===== src/rtl/servo_pkg.sv =====
// Shared defaults and the update-FSM state type for the servo command conditioner.
package servo_pkg;

  localparam int DFLT_CLK_HZ          = 50_000_000;
  localparam int DFLT_CNT_WIDTH       = 20;
  localparam int DFLT_FRAME_TICKS     = DFLT_CLK_HZ / 50;      // 20 ms
  localparam int DFLT_PULSE_MIN_TICKS = DFLT_CLK_HZ / 1_000;   // 1.0 ms
  localparam int DFLT_PULSE_MAX_TICKS = DFLT_CLK_HZ / 500;     // 2.0 ms
  localparam int DFLT_DEBOUNCE_TICKS  = DFLT_CLK_HZ / 1_000;   // 1 ms
  localparam int DFLT_SLEW_STEP       = DFLT_CLK_HZ / 10_000;

  typedef enum logic [1:0] {
    SETTLED   = 2'd0,
    RAMP_UP   = 2'd1,
    RAMP_DOWN = 2'd2
  } servo_state_e;

endpackage


===== src/rtl/sync_debounce.sv =====
// Two-flop synchronizer followed by a persistence debouncer for one asynchronous board input.
module sync_debounce
  import servo_pkg::*;
#(
  parameter int DEBOUNCE_TICKS = DFLT_DEBOUNCE_TICKS
) (
  input  logic clk_i,
  input  logic reset_i,
  input  logic async_i,
  output logic level_o
);

  localparam int CW = (DEBOUNCE_TICKS > 1) ? $clog2(DEBOUNCE_TICKS) : 1;

  logic          sync_p0;
  logic          sync_p1;
  logic [CW-1:0] cnt;

  // stage p0/p1: metastability filter
  always_ff @(posedge clk_i) begin
    if (reset_i) begin
      sync_p0 <= 1'b0;
      sync_p1 <= 1'b0;
    end else begin
      sync_p0 <= async_i;
      sync_p1 <= sync_p0;
    end
  end

  // stage p2: a new level is accepted only after DEBOUNCE_TICKS consecutive differing samples
  always_ff @(posedge clk_i) begin
    if (reset_i) begin
      cnt     <= '0;
      level_o <= 1'b0;
    end else if (sync_p1 != level_o) begin
      if (cnt == CW'(DEBOUNCE_TICKS - 1)) begin
        level_o <= sync_p1;
        cnt     <= '0;
      end else begin
        cnt <= cnt + 1'b1;
      end
    end else begin
      cnt <= '0;
    end
  end

endmodule


===== src/rtl/servo_cmd_conditioner.sv =====
// Servo command front end: synchronize/debounce the command input, then move the PWM width
// toward the selected target once per frame. `define SERVO_CMD_SLEW_EN limits each move to SLEW_STEP.
module servo_cmd_conditioner
  import servo_pkg::*;
#(
  parameter int CNT_WIDTH       = DFLT_CNT_WIDTH,
  parameter int FRAME_TICKS     = DFLT_FRAME_TICKS,
  parameter int PULSE_MIN_TICKS = DFLT_PULSE_MIN_TICKS,
  parameter int PULSE_MAX_TICKS = DFLT_PULSE_MAX_TICKS,
  parameter int DEBOUNCE_TICKS  = DFLT_DEBOUNCE_TICKS,
  parameter int SLEW_STEP       = DFLT_SLEW_STEP
) (
  input  logic                 clk_i,
  input  logic                 reset_i,
  input  logic                 comp_async_i,
  output logic [CNT_WIDTH-1:0] width_o,
  output logic                 width_valid_o,
  output logic                 frame_tick_o,
  output logic                 settled_o
);

  if ((PULSE_MIN_TICKS > PULSE_MAX_TICKS) ||
      (longint'(PULSE_MAX_TICKS) >= (longint'(1) << CNT_WIDTH)) ||
      (longint'(FRAME_TICKS) > (longint'(1) << CNT_WIDTH)) ||
      (SLEW_STEP < 1) || (DEBOUNCE_TICKS < 1)) begin : g_bad_cfg
    $error("servo_cmd_conditioner: inconsistent parameter set");
  end

`ifdef SERVO_CMD_SLEW_EN
  // One spare bit for the sum and one for sign keeps the ramp free of wrap-around.
  typedef logic signed [CNT_WIDTH+1:0] acc_t;

  function automatic acc_t widen(input logic [CNT_WIDTH-1:0] v);
    return $signed({2'b00, v});
  endfunction

  function automatic logic [CNT_WIDTH-1:0] sat_up(input logic [CNT_WIDTH-1:0] w,
                                                  input logic [CNT_WIDTH-1:0] t);
    acc_t sum;
    sum = widen(w) + acc_t'(SLEW_STEP);
    return (sum > widen(t)) ? t : sum[CNT_WIDTH-1:0];
  endfunction

  function automatic logic [CNT_WIDTH-1:0] sat_down(input logic [CNT_WIDTH-1:0] w,
                                                    input logic [CNT_WIDTH-1:0] t);
    acc_t diff;
    diff = widen(w) - acc_t'(SLEW_STEP);
    return (diff < widen(t)) ? t : diff[CNT_WIDTH-1:0];
  endfunction
`endif

  logic                 level_p2;
  logic [CNT_WIDTH-1:0] target;
  logic [CNT_WIDTH-1:0] frame_cnt;
  logic [CNT_WIDTH-1:0] width_nxt;
  logic                 vld_p3;
  servo_state_e         state, state_nxt;

  sync_debounce #(
    .DEBOUNCE_TICKS(DEBOUNCE_TICKS)
  ) u_sync_debounce (
    .clk_i  (clk_i),
    .reset_i(reset_i),
    .async_i(comp_async_i),
    .level_o(level_p2)
  );

  assign target       = level_p2 ? CNT_WIDTH'(PULSE_MAX_TICKS) : CNT_WIDTH'(PULSE_MIN_TICKS);
  assign frame_tick_o = (frame_cnt == CNT_WIDTH'(FRAME_TICKS - 1));
  assign settled_o    = (state == SETTLED);

  always_ff @(posedge clk_i) begin
    if (reset_i)           frame_cnt <= '0;
    else if (frame_tick_o) frame_cnt <= '0;
    else                   frame_cnt <= frame_cnt + 1'b1;
  end

  // A move also requires the live compare to agree, so a state one cycle stale after a
  // target change can never push width_o past the new target.
  always_comb begin
    state_nxt = SETTLED;
    width_nxt = width_o;
    vld_p3    = 1'b0;
    if (width_o < target)      state_nxt = RAMP_UP;
    else if (width_o > target) state_nxt = RAMP_DOWN;
    if (frame_tick_o) begin
      if ((state == RAMP_UP) && (width_o < target)) begin
        vld_p3 = 1'b1;
`ifdef SERVO_CMD_SLEW_EN
        width_nxt = sat_up(width_o, target);
`else
        width_nxt = target;
`endif
      end else if ((state == RAMP_DOWN) && (width_o > target)) begin
        vld_p3 = 1'b1;
`ifdef SERVO_CMD_SLEW_EN
        width_nxt = sat_down(width_o, target);
`else
        width_nxt = target;
`endif
      end
    end
  end

  // stage p3: registered width and its update strobe
  always_ff @(posedge clk_i) begin
    if (reset_i) begin
      state         <= SETTLED;
      width_o       <= CNT_WIDTH'(PULSE_MIN_TICKS);
      width_valid_o <= 1'b0;
    end else begin
      state         <= state_nxt;
      width_o       <= width_nxt;
      width_valid_o <= vld_p3;
    end
  end

endmodule


===== config.mk =====
export PLATFORM = sky130hd
export DESIGN_NAME = servo_cmd_conditioner
export DESIGN_NICKNAME = d
export VERILOG_FILES = /design/src/rtl/servo_pkg.sv /design/src/rtl/sync_debounce.sv /design/src/rtl/servo_cmd_conditioner.sv
export SDC_FILE = /design/constraint.sdc
export NUM_CORES = 1
export LEC_CHECK = 0
export CORE_AREA = 4 4 81 91
export CTS_CLUSTER_DIAMETER = 40
export DETAILED_ROUTE_END_ITERATION = 8
export DIE_AREA = 0 0 85 95
export HOLD_SLACK_MARGIN = 0.08
export PLACE_DENSITY = 0.58
export SYNTH_ARGS = -nofsm -noshare
export SYNTH_HDL_FRONTEND = slang
export SYNTH_HIERARCHICAL = 1
export SYNTH_SLANG_ARGS = --single-unit

===== constraint.sdc =====
create_clock -name clk_i -period 6.1 [get_ports clk_i]
set_clock_uncertainty 0.2 [all_clocks]
set_input_delay 1.22 -clock clk_i [delete_from_list [all_inputs] [get_ports clk_i]]
set_output_delay 1.22 -clock clk_i [all_outputs]
set_load 0.05 [all_outputs]

## Yosys cells after proc, flatten, opt, wreduce, memory -nomap -nowiden

Index checks and enable logic that the tools add are counted.

| storage, ports and cells | value |
|---|---|
| logic and storage cells | 37 |
| input port bits | 3 |
| register bits | 62 |

| cells by class | value |
|---|---|
| add/subtract/negate cells | 2 |
| mux-type cells | 7 |
| order comparisons | 2 |
| bitwise logic cells | 2 |
| reductions and logical operators | 10 |
| equal/unequal tests | 5 |

Operators by type and width:

| cell | count |
|---|---|
| 2-to-1 mux 20 bit | 2 |
| adder 20 x 1 -> 20 bit (second input constant) | 1 |
| == test 20 bit (second input constant) | 1 |
| > comparator 20 x 17 -> 1 bit | 1 |
| < comparator 20 x 17 -> 1 bit | 1 |
| 2-to-1 mux 17 bit | 1 |
| adder 16 x 1 -> 16 bit (second input constant) | 1 |
| == test 16 bit (second input constant) | 1 |
| OR reduction 2 bit | 3 |
| AND reduction 2 bit | 2 |
| 2-to-1 mux 1 bit | 3 |
| OR reduction 3 bit | 1 |
| == test 2 x 1 -> 1 bit (second input constant) | 1 |
| == test 2 bit (second input constant) | 1 |
| logical AND 1 bit | 2 |
| logical NOT 2 bit | 1 |
| 2-to-1 mux 2 bit | 1 |
| inverter 1 bit | 2 |
| nonzero test 2 bit | 1 |
| != test 1 bit | 1 |

## Longest topological paths before layout

Gate-level depths: netlist of run 1.

| depth | value |
|---|---|
| word-level depth | 5 |
| depth in mapped cells | 7 |
| mapped depth without buffers | 6 |

## Cells and area by module

Netlist of run 1, hierarchy kept.

By module, submodules not included:

| module | cells each | instances | area each (um2) |
|---|---|---|---|
| servo_cmd_conditioner | 154 | 1 | 1367.6 |
| sync_debounce | 87 | 1 | 847.1 |

## Worst setup path before layout of run 1

No wires, ideal clock.

| path | value |
|---|---|
| kind | register to output |
| start point | reg frame_cnt[16] |
| end point | out frame_tick_o |
| arrival time | 2182 ps |
| setup slack | 2498 ps |
| required time | 4680 ps |
| cell stages (with the launch flop) | 5 |
| buffers on the path | 1 |
| cell sequence | dfxtp_1 > nand3_2 > or4b_4 > buf_6 > nor3_1 |

| on the way | value |
|---|---|
| longest elaborated chain between the ends | 1 |

Ends and longest elaborated chain:

| what | line | RTL |
|---|---|---|
| start, declared | servo_cmd_conditioner.sv:54 | `logic [CNT_WIDTH-1:0] frame_cnt;` |
| start signal, assigned | servo_cmd_conditioner.sv:75 | `else frame_cnt <= frame_cnt + 1'b1;` |
| == test 20 bit | servo_cmd_conditioner.sv:69 | `assign frame_tick_o = (frame_cnt == CNT_WIDTH'(FRAME_TICKS - 1));` |
| end, declared | servo_cmd_conditioner.sv:18 | `output logic frame_tick_o,` |

Every way passes these cells.

## Final worst setup path of run 1

Ends and elaborated chain as after synthesis.

==> summary.txt, run 1 <==
design area: 0.00243 mm^2
WL/cell: 11.4 um
start of the worst register-to-register path: u_sync_debounce/level_o$_SDFFE_PP0P_
post-CTS setup buffers: 0
worst reg2reg path depth: 6
Leak: 0.000814 uW
drt pass-1 iters: 4
Critical Path Max Stage Delay: 0.85 ns
total power: 558 uW
Clock Tree Buf Depth: 2
Worst-Margin Slew: 0.513 ns
row cnt: 31
worst-skew pair later-pin latency: 0.29 ns
DIE HEIGHT: 95 um
Crit path depth: 4
CTS tree: yes
initial core utilization: 34.2%
Top delay family on crit path: simple AND/OR/NAND/NOR gates
Critical Path Source: frame_cnt[16]$_SDFF_PP0_
clock sink total: 44
Synth Instances: 241
Worst Setup End Kind: output port
fin crit share: 63.4%
EDFF count, synth: 0
I/O Buffers: 13
Slew HR: 65.7%
Mean Syn Cell Area: 9.19 um^2
Layout Utilization: 37.6%
antenna cells: 0
Total GRT Usage: 10.1%
hold path cells: 1
htree depth: 2
hold slack: 0.241 ns
R2R setup slack: 3.62 ns
die width: 85 um
Max VDD drop: 117 uV
initial antenna violation count: 0
fmax: 0.259 GHz
die area: 0.00808 mm^2
final net count: 255
Initial DRC Count: 69
Synth area leader: dfxtp_1
pwr dens: 229 mW/mm^2
Required @ worst endpoint: 4.68 ns
min cycle time layout: 3.87 ns
worst path arrival time: 2.45 ns
top_reg_cell synth: dfxtp_1
Max Cap Viol: 0
cts bufs inserted: 5
Final setup viols: 0
vias post-DR: 1,552
top cells by area, synth: dfxtp_1, buf_4, xnor2_1
# hold bufs at CTS: 0
crit-path cells: nand3_2 > or4b_4 > nor3_1 > clkdlybuf4s50_1
nature of the critical path startpoint: register
vias in the first global route: 1,517
count leader, synth: dfxtp_1
layout cells sized above 1: 10.4%
via/cell ratio: 4.69
root buffer cell: clkbuf_8
number of nets still failing antenna checks after routing: 0
Synth Register Bits: 44
TNS Setup: 0 ns
final wirelength: 3790 um
CP max-delay cell: clkdlybuf4s50_1
core area: 0.00648 mm^2
first-pass GRT wire length: 6790 um
Setup CP Type: register to output port
register area share after synthesis: 39.8%
# DRC: 0
Synth cell types: 47
worst min-delay path class: register to register
GRT overflow: 0
GP Congestion: 0.752
status: complete, no violations
mapped cell area: 0.00221 mm^2
share of the synthesized area in the top cell type: 39.8%
clk slew on worst S/H paths: 0.08 ns
CP max FO: 5
critical path buffer and inverter count: 1
io pins: 26
largest net degree at the start of global routing: 19
RSZ-0062 raised after global routing: no
synth cell count leaders: dfxtp_1, nor2_1, buf_4
HPWL after DPL: 2730 um
Slew Limit Fails: 0
Post-CTS Resized: 0
Ys Warns: 6
final hold violation count: 0
FFs w/ async S/R, synth: 0%
Area Overhead vs Synth: 9.89%
Post-Place Cell Area: 0.00231 mm^2
Hold Startpoint: frame_cnt[0]$_SDFF_PP0_
[stage by stage]
| step | setup slack [ns] | cells |
|---|---|---|
| after floorplan | 2.50 | 251 |
| after CTS | 2.21 | 331 |
| final | 2.23 | 331 |
| after global placement | 2.56 | 323 |
| after detailed placement | 2.56 | 323 |
| after global routing | 2.07 | 331 |
[kinds of logic after synthesis]
family / Yosys count / synth area share [%]
buffers and inverters: 31 / 9.38
AND/OR/NAND/NOR: 112 / 30.2
multiplexers: 5 / 2.49
adder cells (fa/ha/maj): 4 / 2.26
flip-flops: 44 / 39.8
XOR/XNOR: 25 / 9.89
AO/OA/AOI/OAI: 18 / 5.71
other: 2 / 0.339
[power breakdown]
| group | internal, uW | switching (uW) |
|---|---|---|
| registers | 289 | 1.52 |
| clock network | 145 | 95.2 |
| logic | 4.33 | 22.9 |
[registers in the layout, summed over array words and instances, names as in the netlist]
name / flops
u_sync_debounce/level_o: 1
u_sync_debounce/sync_p0: 1
width_valid_o: 1
u_sync_debounce/cnt: 16
frame_cnt: 20
u_sync_debounce/sync_p1: 1
state: 2
width_o: 2
[layer usage]
layer  share of wire, %  routed length [um]  track usage [%]  vias up
met4               0.50                  19             2.77        0
li1                   -                   -                -      816
met2                 46                1750             17.4       13
met1                 51                1920             12.5      721
met3                2.5                  95             2.79        2
met5                  0                   0                0        -
[final timing paths]
kind                                   end
setup reg to reg  width_o[14]$_SDFFE_PP1P_
hold / removal     frame_cnt[0]$_SDFF_PP0_
setup / recovery              frame_tick_o
hold reg to reg    frame_cnt[0]$_SDFF_PP0_
[cells in the final DEF (no fill, tap or decap), types with 2 or more instances in the layout]
cell | synthesis | final
a21oi_1 | 7 | 7
and2_1 | 3 | 3
and3_1 | 5 | 5
clkbuf_8 | 0 | 7
clkdlybuf4s50_1 | 0 | 13
conb_1 | 2 | 12
dfxtp_1 | 44 | 44
ha_1 | 4 | 4
inv_1 | 8 | 8
mux2i_1 | 4 | 4
nand2_1 | 13 | 13
nand3_1 | 10 | 10
nand4_1 | 7 | 7
nor2_1 | 32 | 32
nor2_2 | 2 | 2
nor2b_1 | 2 | 2
nor3_1 | 6 | 6
nor4_1 | 3 | 3
nor4_2 | 2 | 2
nor4b_1 | 3 | 3
nor4bb_1 | 3 | 3
o211ai_1 | 2 | 2
o21ai_0 | 5 | 5
o31ai_1 | 2 | 2
or2_2 | 3 | 3
or3_1 | 2 | 2
or4_1 | 3 | 3
xnor2_1 | 15 | 15
xor2_1 | 10 | 10
[cell type report]
type,count,area (um^2)
Clock inverter,1,30.0
Sequential cell,44,881
Fill cell,671,4040
Multi-Input combinational cell,176,1160
Clock buffer,7,96.3
Tap cell,82,103
Inverter,8,30.0
Timing Repair Buffer,13,130
No activity file was read; power rests on OpenSTA's default activity.
==> inputs of run 2 (changes only) <==
==> constraint.sdc (replaced) <==
create_clock -name clk_i -period 3.9 [get_ports clk_i]
set_clock_uncertainty 0.2 [all_clocks]
set_input_delay 0.78 -clock clk_i [delete_from_list [all_inputs] [get_ports clk_i]]
set_output_delay 0.78 -clock clk_i [all_outputs]
set_load 0.05 [all_outputs]
==> run 2 against run 1 <==
Utilization fell by 0.50 points. Clock power rose by 22%. Register-to-register slack got worse by 2.2 ns. Non-clock buffer count did not move. Worst setup slack got worse by 1.7 ns. Count of clock-buffer cells in the layout did not move. Power rose by 42%. Sequential power rose by 56%. Sequential share of layout area rose by 0.49 points. Worst hold slack improved by 0.0040 ns. Via count fell by 0.32%. Global-route usage rose by 0.11 points. Critical path type unchanged. Largest cell class unchanged.
==> summary.txt, run 2 (synthesis results as in run 1) <==
worst min-delay path class: register to register
Clock Tree Buf Depth: 2 (unchanged)
final net count: 255 (unchanged)
worst reg2reg path depth: 6 (unchanged)
clk slew on worst S/H paths: 0.09 ns (about the same)
HPWL after DPL: 2690 um (-1.5%)
combinational share of power: 5.4% (+0.5 points)
Hold Startpoint: frame_cnt[0]$_SDFF_PP0_
row cnt: 31 (unchanged)
multi-input combinational cell area: 0.00116 mm^2 (unchanged)
vias in the first global route: 1,526 (+0.59%)
part of the power in registers: 57.5% (+5.4 points)
final hold violation count: 0 (unchanged)
DIE HEIGHT: 95 um (unchanged)
core area: 0.00648 mm^2 (unchanged)
Slew HR: 66.1% (+0.38 points)
die width: 85 um (unchanged)
Initial DRC Count: 70 (+1.4%)
min cycle time layout: 3.40 ns
fmax: 0.294 GHz
Final setup viols: 0 (unchanged)
RSZ-0062 raised after global routing: no
WL/cell: 11.3 um (-1.2%)
CP max FO: 5 (unchanged)
hold path cells: 1 (unchanged)
# hold bufs at CTS: 0 (unchanged)
Worst Setup End Kind: output port
Slew Limit Fails: 0 (unchanged)
first-pass GRT wire length: 6850 um (+0.91%)
most frequent cells in the layout: dfxtp_1, nor2_1, xnor2_1
Seq. cell area: 881 um^2 (unchanged)
# DRC: 0 (unchanged)
Switch Pwr: 188 uW (+58%)
Leak: 0.000794 uW (-2.5%)
cts bufs inserted: 5 (unchanged)
post-CTS setup buffers: 0 (unchanged)
vias post-DR: 1,547 (-0.32%)
Internal: 604 uW (+38%)
Required @ worst endpoint: 2.92 ns (-1.76 ns)
placed cells: 323 (unchanged)
die area: 0.00808 mm^2 (unchanged)
final worst slack: 0.497 ns (-1.74 ns)
nature of the critical path startpoint: register
commonest non-fill, non-tap cell in the layout: dfxtp_1
fin crit share: 87.3%
final wirelength: 3740 um (-1.2%)
GP Congestion: 0.752 (unchanged)
Post-CTS Resized: 0 (unchanged)
number of nets still failing antenna checks after routing: 0 (unchanged)
htree depth: 2 (unchanged)
pwr dens: 330 mW/mm^2 (+44%)
worst-skew pair later-pin latency: 0.29 ns (about the same)
TNS Setup: 0 ns (unchanged)
initial core utilization: 34.2% (unchanged)
status: complete, no violations
worst path arrival time: 2.42 ns (-0.03 ns)
clock sink total: 44 (unchanged)
RR Endpoint: width_o[14]$_SDFFE_PP1P_
Setup CP Type: register to output port
via/cell ratio: 4.67 (-0.32%)
GRT overflow: 0 (unchanged)
Worst-Margin Slew: 0.507 ns (-0.00538 ns)
start of the worst register-to-register path: u_sync_debounce/level_o$_SDFFE_PP0P_
layout cells sized above 1: 10.0% (-0.40 points)
hold worst-path end: frame_cnt[0]$_SDFF_PP0_
clock network power share: 37.2% (-5.8 points)
Max Cap Viol: 0 (unchanged)
drt pass-1 iters: 4 (unchanged)
Largest regs: frame_cnt: 20 flops, u_sync_debounce/cnt: 16 flops
R2R setup slack: 1.42 ns (-2.20 ns)
io pins: 26 (unchanged)
setup slack at placement: 0.810 ns (-1.75 ns)
antenna cells: 0 (unchanged)
I/O Buffers: 13 (unchanged)
max FFs per register: 20 (unchanged)
initial antenna violation count: 0 (unchanged)
non-filler instance count after layout: 331 (unchanged)
largest net degree at the start of global routing: 19 (unchanged)
root buffer cell: clkbuf_8
Area Overhead vs Synth: 8.42%
CTS tree: yes
Sw Share: 23.8% (+2.4 points)
fill count: 666 (-0.75%)
Total GRT Usage: 10.3% (+0.11 points)
Largest Register: frame_cnt
Max VDD drop: 221 uV (+89%)
run 2: power by group through the flow:
stage          Sequential, uW  Combinational [uW]  Clock (uW)
3_3_place_gp              465                42.4           0
5_1_grt                   456                45.8         327
6_report                  455                42.4         294
2_1_floorplan             465                47.4           0
3_5_place_dp              466                42.7           0
4_1_cts                   455                42.8         310
run 2: worst max-delay path by stage:
| stage | start | to | slack [ns] | depth (start not counted) |
|---|---|---|---|---|
| 2_1_floorplan | frame_cnt[16]$_SDFF_PP0_ | frame_tick_o | 0.74 | 4 |
| 6_report | frame_cnt[16]$_SDFF_PP0_ | frame_tick_o | 0.50 | 4 |
| 3_5_place_dp | frame_cnt[16]$_SDFF_PP0_ | frame_tick_o | 0.81 | 4 |
| 5_1_grt | frame_cnt[16]$_SDFF_PP0_ | frame_tick_o | 0.32 | 4 |
| 3_3_place_gp | frame_cnt[16]$_SDFF_PP0_ | frame_tick_o | 0.80 | 4 |
| 4_1_cts | frame_cnt[16]$_SDFF_PP0_ | frame_tick_o | 0.45 | 4 |
run 2: worst max-delay path, cell delays in order (launching register included):
cell             delay [ns]
dfxtp_1                0.40
nand3_2                0.10
or4b_4                 0.55
nor3_1                 0.25
clkdlybuf4s50_1        0.85
run 2: final cells by class:
class / count / share of cell area, %
timing repair buffer: 13 / 5.42
inverter: 8 / 1.25
clock buffer: 7 / 3.60
tap: 82 / 4.27
sequential: 44 / 36.7
clock inverter: 1 / 0.313
multi-input combinational: 176 / 48.5
run 2: stage by stage:
step	total power, uW	cell area (um^2)	hold WS, ns	utilization [%]
global route	828	2400	0.278	37.1
global placement	508	2310	0.223	35.6
finish	792	2400	0.245	37.1
floorplan	513	2250	0.211	-
CTS	808	2400	0.249	37.1
detailed placement	508	2310	0.237	35.6
run 2: routing by layer:
metal	GRT usage, %	wire length [um]
met5	0	0
met4	3.56	30
met3	2.62	107
met2	17.0	1750
met1	12.9	1860
